$ cat config.mk
export PLATFORM = sky130hd
export DESIGN_NAME = lcd12864_bus_writer
export DESIGN_NICKNAME = d
export VERILOG_FILES = /design/src/rtl/lcd12864_pkg.sv /design/src/rtl/lcd12864_fifo.sv /design/src/rtl/lcd12864_bus_writer.sv
export SDC_FILE = /design/constraint.sdc
export NUM_CORES = 1
export LEC_CHECK = 0
export BUFFER_PORTS_ARGS = -buffer_cell sky130_fd_sc_hd__buf_4
export CORE_MARGIN = 1
export CORE_UTILIZATION = 50
export CTS_CLUSTER_DIAMETER = 150
export DETAILED_ROUTE_END_ITERATION = 7
export PLACE_DENSITY_LB_ADDON = 0.08
export SLEW_MARGIN = 25
export SYNTH_ARGS = -nofsm -noshare
export SYNTH_HDL_FRONTEND = slang
export SYNTH_SLANG_ARGS = --single-unit
export TNS_END_PERCENT = 10
$ cat constraint.sdc
create_clock -name clk -period 5.4 [get_ports clk]
set_input_delay 1.08 -clock clk [delete_from_list [all_inputs] [get_ports clk]]
set_output_delay 1.08 -clock clk [all_outputs]
set_load 0.02 [all_outputs]
$ cat src/rtl/lcd12864_pkg.sv
// ============================================================================
// Module      : lcd12864_pkg
// Description : Shared types and constants for the LCD12864 (ST7920, 8-bit
//               parallel) bus writer: FSM state encoding, default timing in
//               50 MHz clock cycles, and common panel command bytes.
// Revision    : 1.0 - initial release
// ============================================================================
`default_nettype none

package lcd12864_pkg;

    // Engine states
    typedef enum logic [2:0] {
        ST_POR_WAIT = 3'd0,
        ST_IDLE     = 3'd1,
        ST_SETUP    = 3'd2,
        ST_PULSE    = 3'd3,
        ST_HOLD     = 3'd4,
        ST_EXEC     = 3'd5
    } lcd_state_t;

    // Default timing at 50 MHz
    localparam int DEF_TPOR_CYC   = 2_000_000;  // 40 ms power-on wait
    localparam int DEF_TAS_CYC    = 4;          // address/data setup
    localparam int DEF_TPW_CYC    = 16;         // enable pulse width
    localparam int DEF_TH_CYC     = 4;          // address/data hold
    localparam int DEF_TCMD_CYC   = 4000;       // 80 us execution
    localparam int DEF_TCLR_CYC   = 80_000;     // 1.6 ms clear execution
    localparam int DEF_FIFO_DEPTH = 8;

    // ST7920 command bytes
    localparam logic [7:0] CMD_FUNC_8BIT = 8'h30;
    localparam logic [7:0] CMD_DISP_ON   = 8'h0C;
    localparam logic [7:0] CMD_ENTRY_INC = 8'h06;
    localparam logic [7:0] CMD_CLEAR     = 8'h01;
    localparam logic [7:0] CMD_LINE1     = 8'h80;
    localparam logic [7:0] CMD_LINE2     = 8'h90;

    function automatic int max_int(input int a, input int b);
        return (a > b) ? a : b;
    endfunction

endpackage

`default_nettype wire

$ cat src/rtl/lcd12864_fifo.sv
// ============================================================================
// Module      : lcd12864_fifo
// Description : Small synchronous FIFO holding {rs, data} entries in front of
//               the bus-writer engine. Show-ahead read port (rdata is the
//               head entry whenever empty is low). A push while full is
//               accepted when a pop happens in the same cycle.
//               DEPTH must be a power of two and at least 2.
// Revision    : 1.0 - initial release
// ============================================================================
`default_nettype none

module lcd12864_fifo #(
    parameter int DEPTH = 8,
    parameter int WIDTH = 9
) (
    input  logic             clk,
    input  logic             rst_n,
    input  logic             push,
    input  logic [WIDTH-1:0] wdata,
    output logic             full,
    input  logic             pop,
    output logic [WIDTH-1:0] rdata,
    output logic             empty
);

    localparam int AW = $clog2(DEPTH);

    logic [WIDTH-1:0] r_mem [DEPTH];
    logic [AW:0]      r_wr_ptr;
    logic [AW:0]      r_rd_ptr;
    logic             w_do_push;
    logic             w_do_pop;

    // Extra pointer MSB distinguishes full from empty when the indices match
    assign empty     = (r_wr_ptr == r_rd_ptr);
    assign full      = (r_wr_ptr[AW] != r_rd_ptr[AW]) &&
                       (r_wr_ptr[AW-1:0] == r_rd_ptr[AW-1:0]);
    assign w_do_pop  = pop && !empty;
    assign w_do_push = push && (!full || w_do_pop);
    assign rdata     = r_mem[r_rd_ptr[AW-1:0]];

    // Pointer update; reset flushes the FIFO
    always_ff @(posedge clk or negedge rst_n) begin
        if (!rst_n) begin
            r_wr_ptr <= '0;
            r_rd_ptr <= '0;
        end else begin
            if (w_do_push) r_wr_ptr <= r_wr_ptr + 1'b1;
            if (w_do_pop)  r_rd_ptr <= r_rd_ptr + 1'b1;
        end
    end

    // Storage array, no reset needed since the pointers gate visibility
    always_ff @(posedge clk) begin
        if (w_do_push) r_mem[r_wr_ptr[AW-1:0]] <= wdata;
    end

endmodule

`default_nettype wire

$ cat src/rtl/lcd12864_bus_writer.sv
// ============================================================================
// Module      : lcd12864_bus_writer
// Description : ST7920 8-bit parallel write engine. Accepts {rs, data} bytes
//               over valid/ready and sequences dat/rs/en with setup, pulse,
//               hold and execution delays, including the power-on wait and
//               the long clear-display delay.
//               Optional input FIFO: define LCD12864_FIFO_EN.
// Revision    : 1.0 - initial release
// ============================================================================
`default_nettype none

module lcd12864_bus_writer
    import lcd12864_pkg::*;
#(
    parameter int TPOR_CYC   = DEF_TPOR_CYC,
    parameter int TAS_CYC    = DEF_TAS_CYC,
    parameter int TPW_CYC    = DEF_TPW_CYC,
    parameter int TH_CYC     = DEF_TH_CYC,
    parameter int TCMD_CYC   = DEF_TCMD_CYC,
    parameter int TCLR_CYC   = DEF_TCLR_CYC,
    parameter int FIFO_DEPTH = DEF_FIFO_DEPTH
) (
    input  logic       clk,
    input  logic       rst_n,
    input  logic       in_valid,
    output logic       in_ready,
    input  logic       in_rs,
    input  logic [7:0] in_data,
    output logic       busy,
    output logic [7:0] dat,
    output logic       rs,
    output logic       rw,
    output logic       en
);

    localparam int MAX_T = max_int(max_int(max_int(TPOR_CYC, TAS_CYC), max_int(TPW_CYC, TH_CYC)),
                                   max_int(TCMD_CYC, TCLR_CYC));
    localparam int CW    = $clog2(MAX_T) + 1;

    lcd_state_t r_state;
    lcd_state_t w_state_nxt;
    logic [CW-1:0] r_cnt;
    logic [CW-1:0] w_cnt_load;
    logic          w_cnt_done;
    logic          w_take;
    logic          w_have_byte;
    logic          w_byte_rs;
    logic [7:0]    w_byte_data;
    logic          w_fifo_empty;
    logic          w_is_clear;
    logic          r_rs;
    logic [7:0]    r_dat;

`ifdef LCD12864_FIFO_EN
    logic          w_fifo_full;
    logic [8:0]    w_fifo_rdata;

    lcd12864_fifo #(
        .DEPTH (FIFO_DEPTH),
        .WIDTH (9)
    ) u_fifo (
        .clk   (clk),
        .rst_n (rst_n),
        .push  (in_valid && in_ready),
        .wdata ({in_rs, in_data}),
        .full  (w_fifo_full),
        .pop   (w_take),
        .rdata (w_fifo_rdata),
        .empty (w_fifo_empty)
    );

    assign w_have_byte = !w_fifo_empty;
    assign w_byte_rs   = w_fifo_rdata[8];
    assign w_byte_data = w_fifo_rdata[7:0];
`else
    assign w_have_byte  = in_valid;
    assign w_byte_rs    = in_rs;
    assign w_byte_data  = in_data;
    assign w_fifo_empty = 1'b1;
`endif

    assign w_take     = (r_state == ST_IDLE) && w_have_byte;
    assign w_cnt_done = (r_cnt == '0);
    // Only a command-register 0x01 gets the long execution delay
    assign w_is_clear = !r_rs && (r_dat == CMD_CLEAR);

    // State register and shared down-counter, reloaded on every state change
    always_ff @(posedge clk or negedge rst_n) begin
        if (!rst_n) begin
            r_state <= ST_POR_WAIT;
            r_cnt   <= CW'(TPOR_CYC - 1);
        end else begin
            r_state <= w_state_nxt;
            if (w_state_nxt != r_state) begin
                r_cnt <= w_cnt_load;
            end else if (!w_cnt_done) begin
                r_cnt <= r_cnt - CW'(1);
            end
        end
    end

    // Next-state logic and counter reload value for the state being entered
    always_comb begin
        w_state_nxt = r_state;
        case (r_state)
            ST_POR_WAIT: if (w_cnt_done) w_state_nxt = ST_IDLE;
            ST_IDLE:     if (w_take)     w_state_nxt = ST_SETUP;
            ST_SETUP:    if (w_cnt_done) w_state_nxt = ST_PULSE;
            ST_PULSE:    if (w_cnt_done) w_state_nxt = ST_HOLD;
            ST_HOLD:     if (w_cnt_done) w_state_nxt = ST_EXEC;
            ST_EXEC:     if (w_cnt_done) w_state_nxt = ST_IDLE;
            default:                     w_state_nxt = ST_POR_WAIT;
        endcase

        w_cnt_load = '0;
        case (w_state_nxt)
            ST_POR_WAIT: w_cnt_load = CW'(TPOR_CYC - 1);
            ST_SETUP:    w_cnt_load = CW'(TAS_CYC - 1);
            ST_PULSE:    w_cnt_load = CW'(TPW_CYC - 1);
            ST_HOLD:     w_cnt_load = CW'(TH_CYC - 1);
            ST_EXEC:     w_cnt_load = w_is_clear ? CW'(TCLR_CYC - 1) : CW'(TCMD_CYC - 1);
            default:     w_cnt_load = '0;
        endcase
    end

    // Byte latch: rs/dat change only when a new byte enters SETUP
    always_ff @(posedge clk or negedge rst_n) begin
        if (!rst_n) begin
            r_rs  <= 1'b0;
            r_dat <= 8'h00;
        end else if (w_take) begin
            r_rs  <= w_byte_rs;
            r_dat <= w_byte_data;
        end
    end

    // Output decode; en follows the state register so reset drops it at once
    always_comb begin
        en   = (r_state == ST_PULSE);
        busy = (r_state != ST_IDLE) || !w_fifo_empty;
`ifdef LCD12864_FIFO_EN
        in_ready = !w_fifo_full;
`else
        in_ready = (r_state == ST_IDLE);
`endif
    end

    assign rs  = r_rs;
    assign dat = r_dat;
    assign rw  = 1'b0;

endmodule

`default_nettype wire
# == Word-level counts from Yosys, hierarchy flattened ==
# Index checks and enable logic that the tools add are counted.
# word_totals
inputBits,12
register_bits,34
out_inout_bits,13
# op_classes
add_sub_neg,1
muxes,10
reduce_logical,8
n_eq_ne,13
# ops
op,n
21-bit one-hot mux with 4 select lines,1
22-bit 2-to-1 mux,2
22-bit zero test,1
22-bit by 1-bit subtractor with 22-bit output (second input constant),1
17-bit 2-to-1 mux,1
3-bit 2-to-1 mux,5
3-bit one-hot mux with 5 select lines,1
3-bit by 2-bit equality test with 1-bit output (second input constant),4
3-bit equality test (second input constant),4
8-bit by 1-bit equality test with 1-bit output (second input constant),1
3-bit zero test,2
2-bit OR reduction,2
3-bit by 1-bit equality test with 1-bit output (second input constant),1
3-bit by 1-bit inequality test with 1-bit output (second input constant),1
3-bit inequality test,1
1-bit logical AND,2
2-bit by 1-bit inequality test with 1-bit output (second input constant),1
1-bit zero test,1

# == Logic depth before layout (Yosys ltp) ==
# depth
ltp_word,8
depth_mapped,9
mapped_depth_nobuf,7

# == Least setup slack after synthesis ==
# No wires, ideal clock.
# synth_path
kind,input to register
start,input in_valid
end,"register r_dat[0], in the netlist dat[0]"
cell_stages,4
path_buffers,1
arrival_time_ns,2.109
slack_ns,3.166
cell_sequence,nor2b_1 and2_1 clkbuf_1 mux2_2
# synth_via
elab_chain_len,1
# synth_lines
item,line,rtl
"start, declared",lcd12864_bus_writer.sv:25,"input logic in_valid,"
1-bit logical AND,lcd12864_bus_writer.sv:82,assign w_take = (r_state == ST_IDLE) && w_have_byte;
"end signal, assigned",lcd12864_bus_writer.sv:133,r_dat <= w_byte_data;
"end, declared",lcd12864_bus_writer.sv:52,logic [7:0] r_dat;
# No other way between the ends.
# A chain may end at the register's enable or synchronous reset.

# == Worst setup path after layout ==
# layout_path
start,register r_state[0]
end,output in_ready
# layout_via
elab_chain_len,1
# layout_lines
item,line,rtl
"start, declared",lcd12864_bus_writer.sv:40,lcd_state_t r_state;
"start signal, assigned",lcd12864_bus_writer.sv:93,r_state <= w_state_nxt;
3-bit by 1-bit equality test with 1-bit output,lcd12864_bus_writer.sv:144,in_ready = (r_state == ST_IDLE);
"end, declared",lcd12864_bus_writer.sv:26,"output logic in_ready,"
# No other way between the ends.

==> flow_metrics.env <==
export IMPL_tightest_slew_ps=520
export IMPL_postCtsSetupBuffers=0
export IMPL_setup_tns_final_ps=0
export IMPL_track_usage_pct=23.8
export IMPL_first_iter_violations=131
export IMPL_slew_violations=0
export IMPL_grt_pass1_vias=1583
export IMPL_htree_levels=2
export IMPL_most_common_layout_cells="buf_4 (23), dfrtp_1 (21), a21oi_1 (13), dfstp_2 (13)"
export IMPL_yosys_area_share_simple_pct=23.3
export IMPL_start_kind="register"
export IMPL_clockPowerShare_pct=31.2
export IMPL_cts_sinks=34
export IMPL_grt_pass1_wl_um=7620
export IMPL_cts_buffers=5
export IMPL_design_die_area_um2=4280
export IMPL_grt_busiest_layer="met2"
export IMPL_fmax_mhz=375
export IMPL_arrival_ps=1590
export IMPL_wire_per_inst_um=16.2
export IMPL_maxCapViolCount=0
export IMPL_ys_top_cells_by_area="dfrtp_1 (26%), dfstp_2 (17%), mux2_2 (5.0%)"
export IMPL_power_share_combinational_pct=15.0
export IMPL_p_int_uw=448
export IMPL_post_route_period_util_pct=49.4
export IMPL_hp_class="reg2reg"
export IMPL_dp_hpwl_um=3190
export IMPL_reg2reg_slack_ps=3140
export IMPL_drc=0
export IMPL_worst_path_max_fanout=12
export IMPL_synth_top_family_by_area="simple AND/OR/NAND/NOR gates"
export IMPL_grt_max_degree=35
export IMPL_final_common_cell="buf_4"
export IMPL_setup_viol=0
export IMPL_slew_headroom_pct=65.0
export IMPL_hold_buffers=0
export IMPL_dr_pass1_iters=4
export IMPL_area_growth_pct=13.6
export IMPL_end_kind="output port"
export IMPL_ant_nets=0
export IMPL_yosysWarnings=0
export IMPL_use_met2_pct=38.1
export IMPL_synth_xor_area_share_pct=6.54
export IMPL_p_sw_uw=174
export IMPL_post_synth_cell_area_avg_um2=9.95
export IMPL_period_needed_ps=2670
export IMPL_path_class="reg2out"
export IMPL_finalClockSkew_ps=4.72
export IMPL_cts_buffer_depth=2
export IMPL_synth_flop_cell="dfrtp_1"
export IMPL_max_vdd_ir_drop_uv=195
export IMPL_status="completed"
export IMPL_synthDistinctLibCells=54
export IMPL_vias_per_cell=6.00
export IMPL_num_rows=22
export IMPL_clock_latency_ps=290
export IMPL_synth_compound_area_share_pct=16.5
export IMPL_final_nets=235
export IMPL_ioPinCount=25
export IMPL_grtUsageMet3_pct=5.56
export IMPL_synthMuxAreaShare_pct=6.04
export IMPL_cp_required_ps=4320
export IMPL_seqPwrFrac_pct=53.8
export IMPL_synth_top_cell_area_share_pct=26.2
export IMPL_antennaDiodeCount=0
export IMPL_start_util_pct=53.7
export IMPL_synth_edff_count=0
export IMPL_syn_inst=202
export IMPL_die_y_um=65.4
export IMPL_dr_total_vias=1625
export IMPL_clkTransAtPathRegs_ps=70
export IMPL_async_flop_share_pct=100
export IMPL_grt_util_met1_pct=32.2
export IMPL_cts_resized=0
export IMPL_leakagePower_nw=0.961
export IMPL_p_total_uw=623
export IMPL_cts_root_buf="clkbuf_8"
export IMPL_gp_congestion=0.839
export IMPL_hold_viol_final=0
export IMPL_yosys_area_top_type="dfrtp_1"
export IMPL_dieWidth_um=65.4
export IMPL_sw_frac_of_total_pct=28.0
export IMPL_syn_area_um2=2010
export IMPL_antenna_found_initial=0
export IMPL_core_um2=3740
export IMPL_wirelength_um=4380
export IMPL_cts_tree="built"
export IMPL_grt_ovfl_total=0
export IMPL_drive_gt1_share_pct=29.6
export IMPL_seq_area_frac_synth_pct=43.2
export IMPL_pwr_density_cell_nw_per_um2=273
export IMPL_synth_fa_ha_area_share_pct=0.623
export IMPL_port_buffers=23
export IMPL_ys_ff_latch=34
export IMPL_rsz0062_at_grt="false"
export IMPL_synth_fp_nets=215
through the flow:
step | util [%] | worst slack (ps) | std cells | area, um^2 | hold slack (ps)
floorplan | - | 3170 | 202 | 2010 | 521
global placement | 58.6 | 3040 | 263 | 2190 | 510
detailed placement | 58.6 | 2960 | 263 | 2190 | 526
CTS | 61.0 | 2740 | 271 | 2280 | 541
global route | 61.0 | 2590 | 271 | 2280 | 558
finish | 61.0 | 2730 | 271 | 2280 | 537
path summary, 6_finish.rpt:
| check | startpoint | end | depth (start not counted) |
|---|---|---|---|
| max | r_state[0] | in_ready | 4 |
| min | dat[6] | dat[6] | 1 |
| max reg2reg | r_cnt[8] | r_cnt[12] | 5 |
| min reg2reg | dat[6] | dat[6] | 1 |
| max in group asynchronous | rst_n | r_cnt[4] | 1 |
| min in group asynchronous | rst_n | r_cnt[9] | 1 |
worst max-delay path: stages (launching register included):
cell and delay [ps]:
dfrtp_1 580, nor2b_1 320, nand2_1 180, inv_1 80, buf_4 130
routing by layer:
layer | vias up | part of all wire [%] | wire, um
met5 | - | 0 | 0
met3 | 5 | 5.7 | 251
li1 | 770 | - | -
met4 | 0 | 1.3 | 56
met2 | 54 | 49 | 2140
met1 | 796 | 44 | 1940
sequential cells by signal (all words and copies together), names as in the netlist:
name / flops
dat: 8
r_cnt: 22
r_state: 3
rs: 1
synthesized netlist by cell type, types with 3 or more instances:
library cell	instances
buf_4	3
dfrtp_1	21
clkbuf_1	6
nor4_1	5
nor2_1	12
and3_1	4
or3_1	3
nand2_1	11
and2_1	3
nor2b_1	3
inv_1	6
nand3_1	9
o21ai_1	12
nor3_1	6
a21oi_1	13
mux2_2	9
o21a_1	3
xnor2_1	6
dfstp_2	13
xor2_1	9
o21ai_0	5
layout make-up:
type	instances	area (um^2)
clock buffer	7	86.3
tap	48	60.1
sequential	34	867
timing repair buffer	23	173
inverter	6	22.5
clock inverter	1	5.00
fill	334	1460
multi-input combinational	152	1070
power by group through the flow:
stage / logic [mW] / registers, mW / clock network [mW]
after floorplan: 0.0722 / 0.331 / 0
after global placement: 0.0913 / 0.336 / 0
after detailed placement: 0.0928 / 0.340 / 0
after CTS: 0.0944 / 0.335 / 0.195
after global routing: 0.109 / 0.340 / 0.206
final: 0.0933 / 0.335 / 0.194
kinds of logic after synthesis:
group                    after synthesis
multiplexers                          11
XOR/XNOR                              15
flip-flops                            34
AO/OA/AOI/OAI                         49
adder cells (fa/ha/maj)                1
buffers and inverters                 16
AND/OR/NAND/NOR                       75
other                                  1
(Power assumes the default switching activity.)
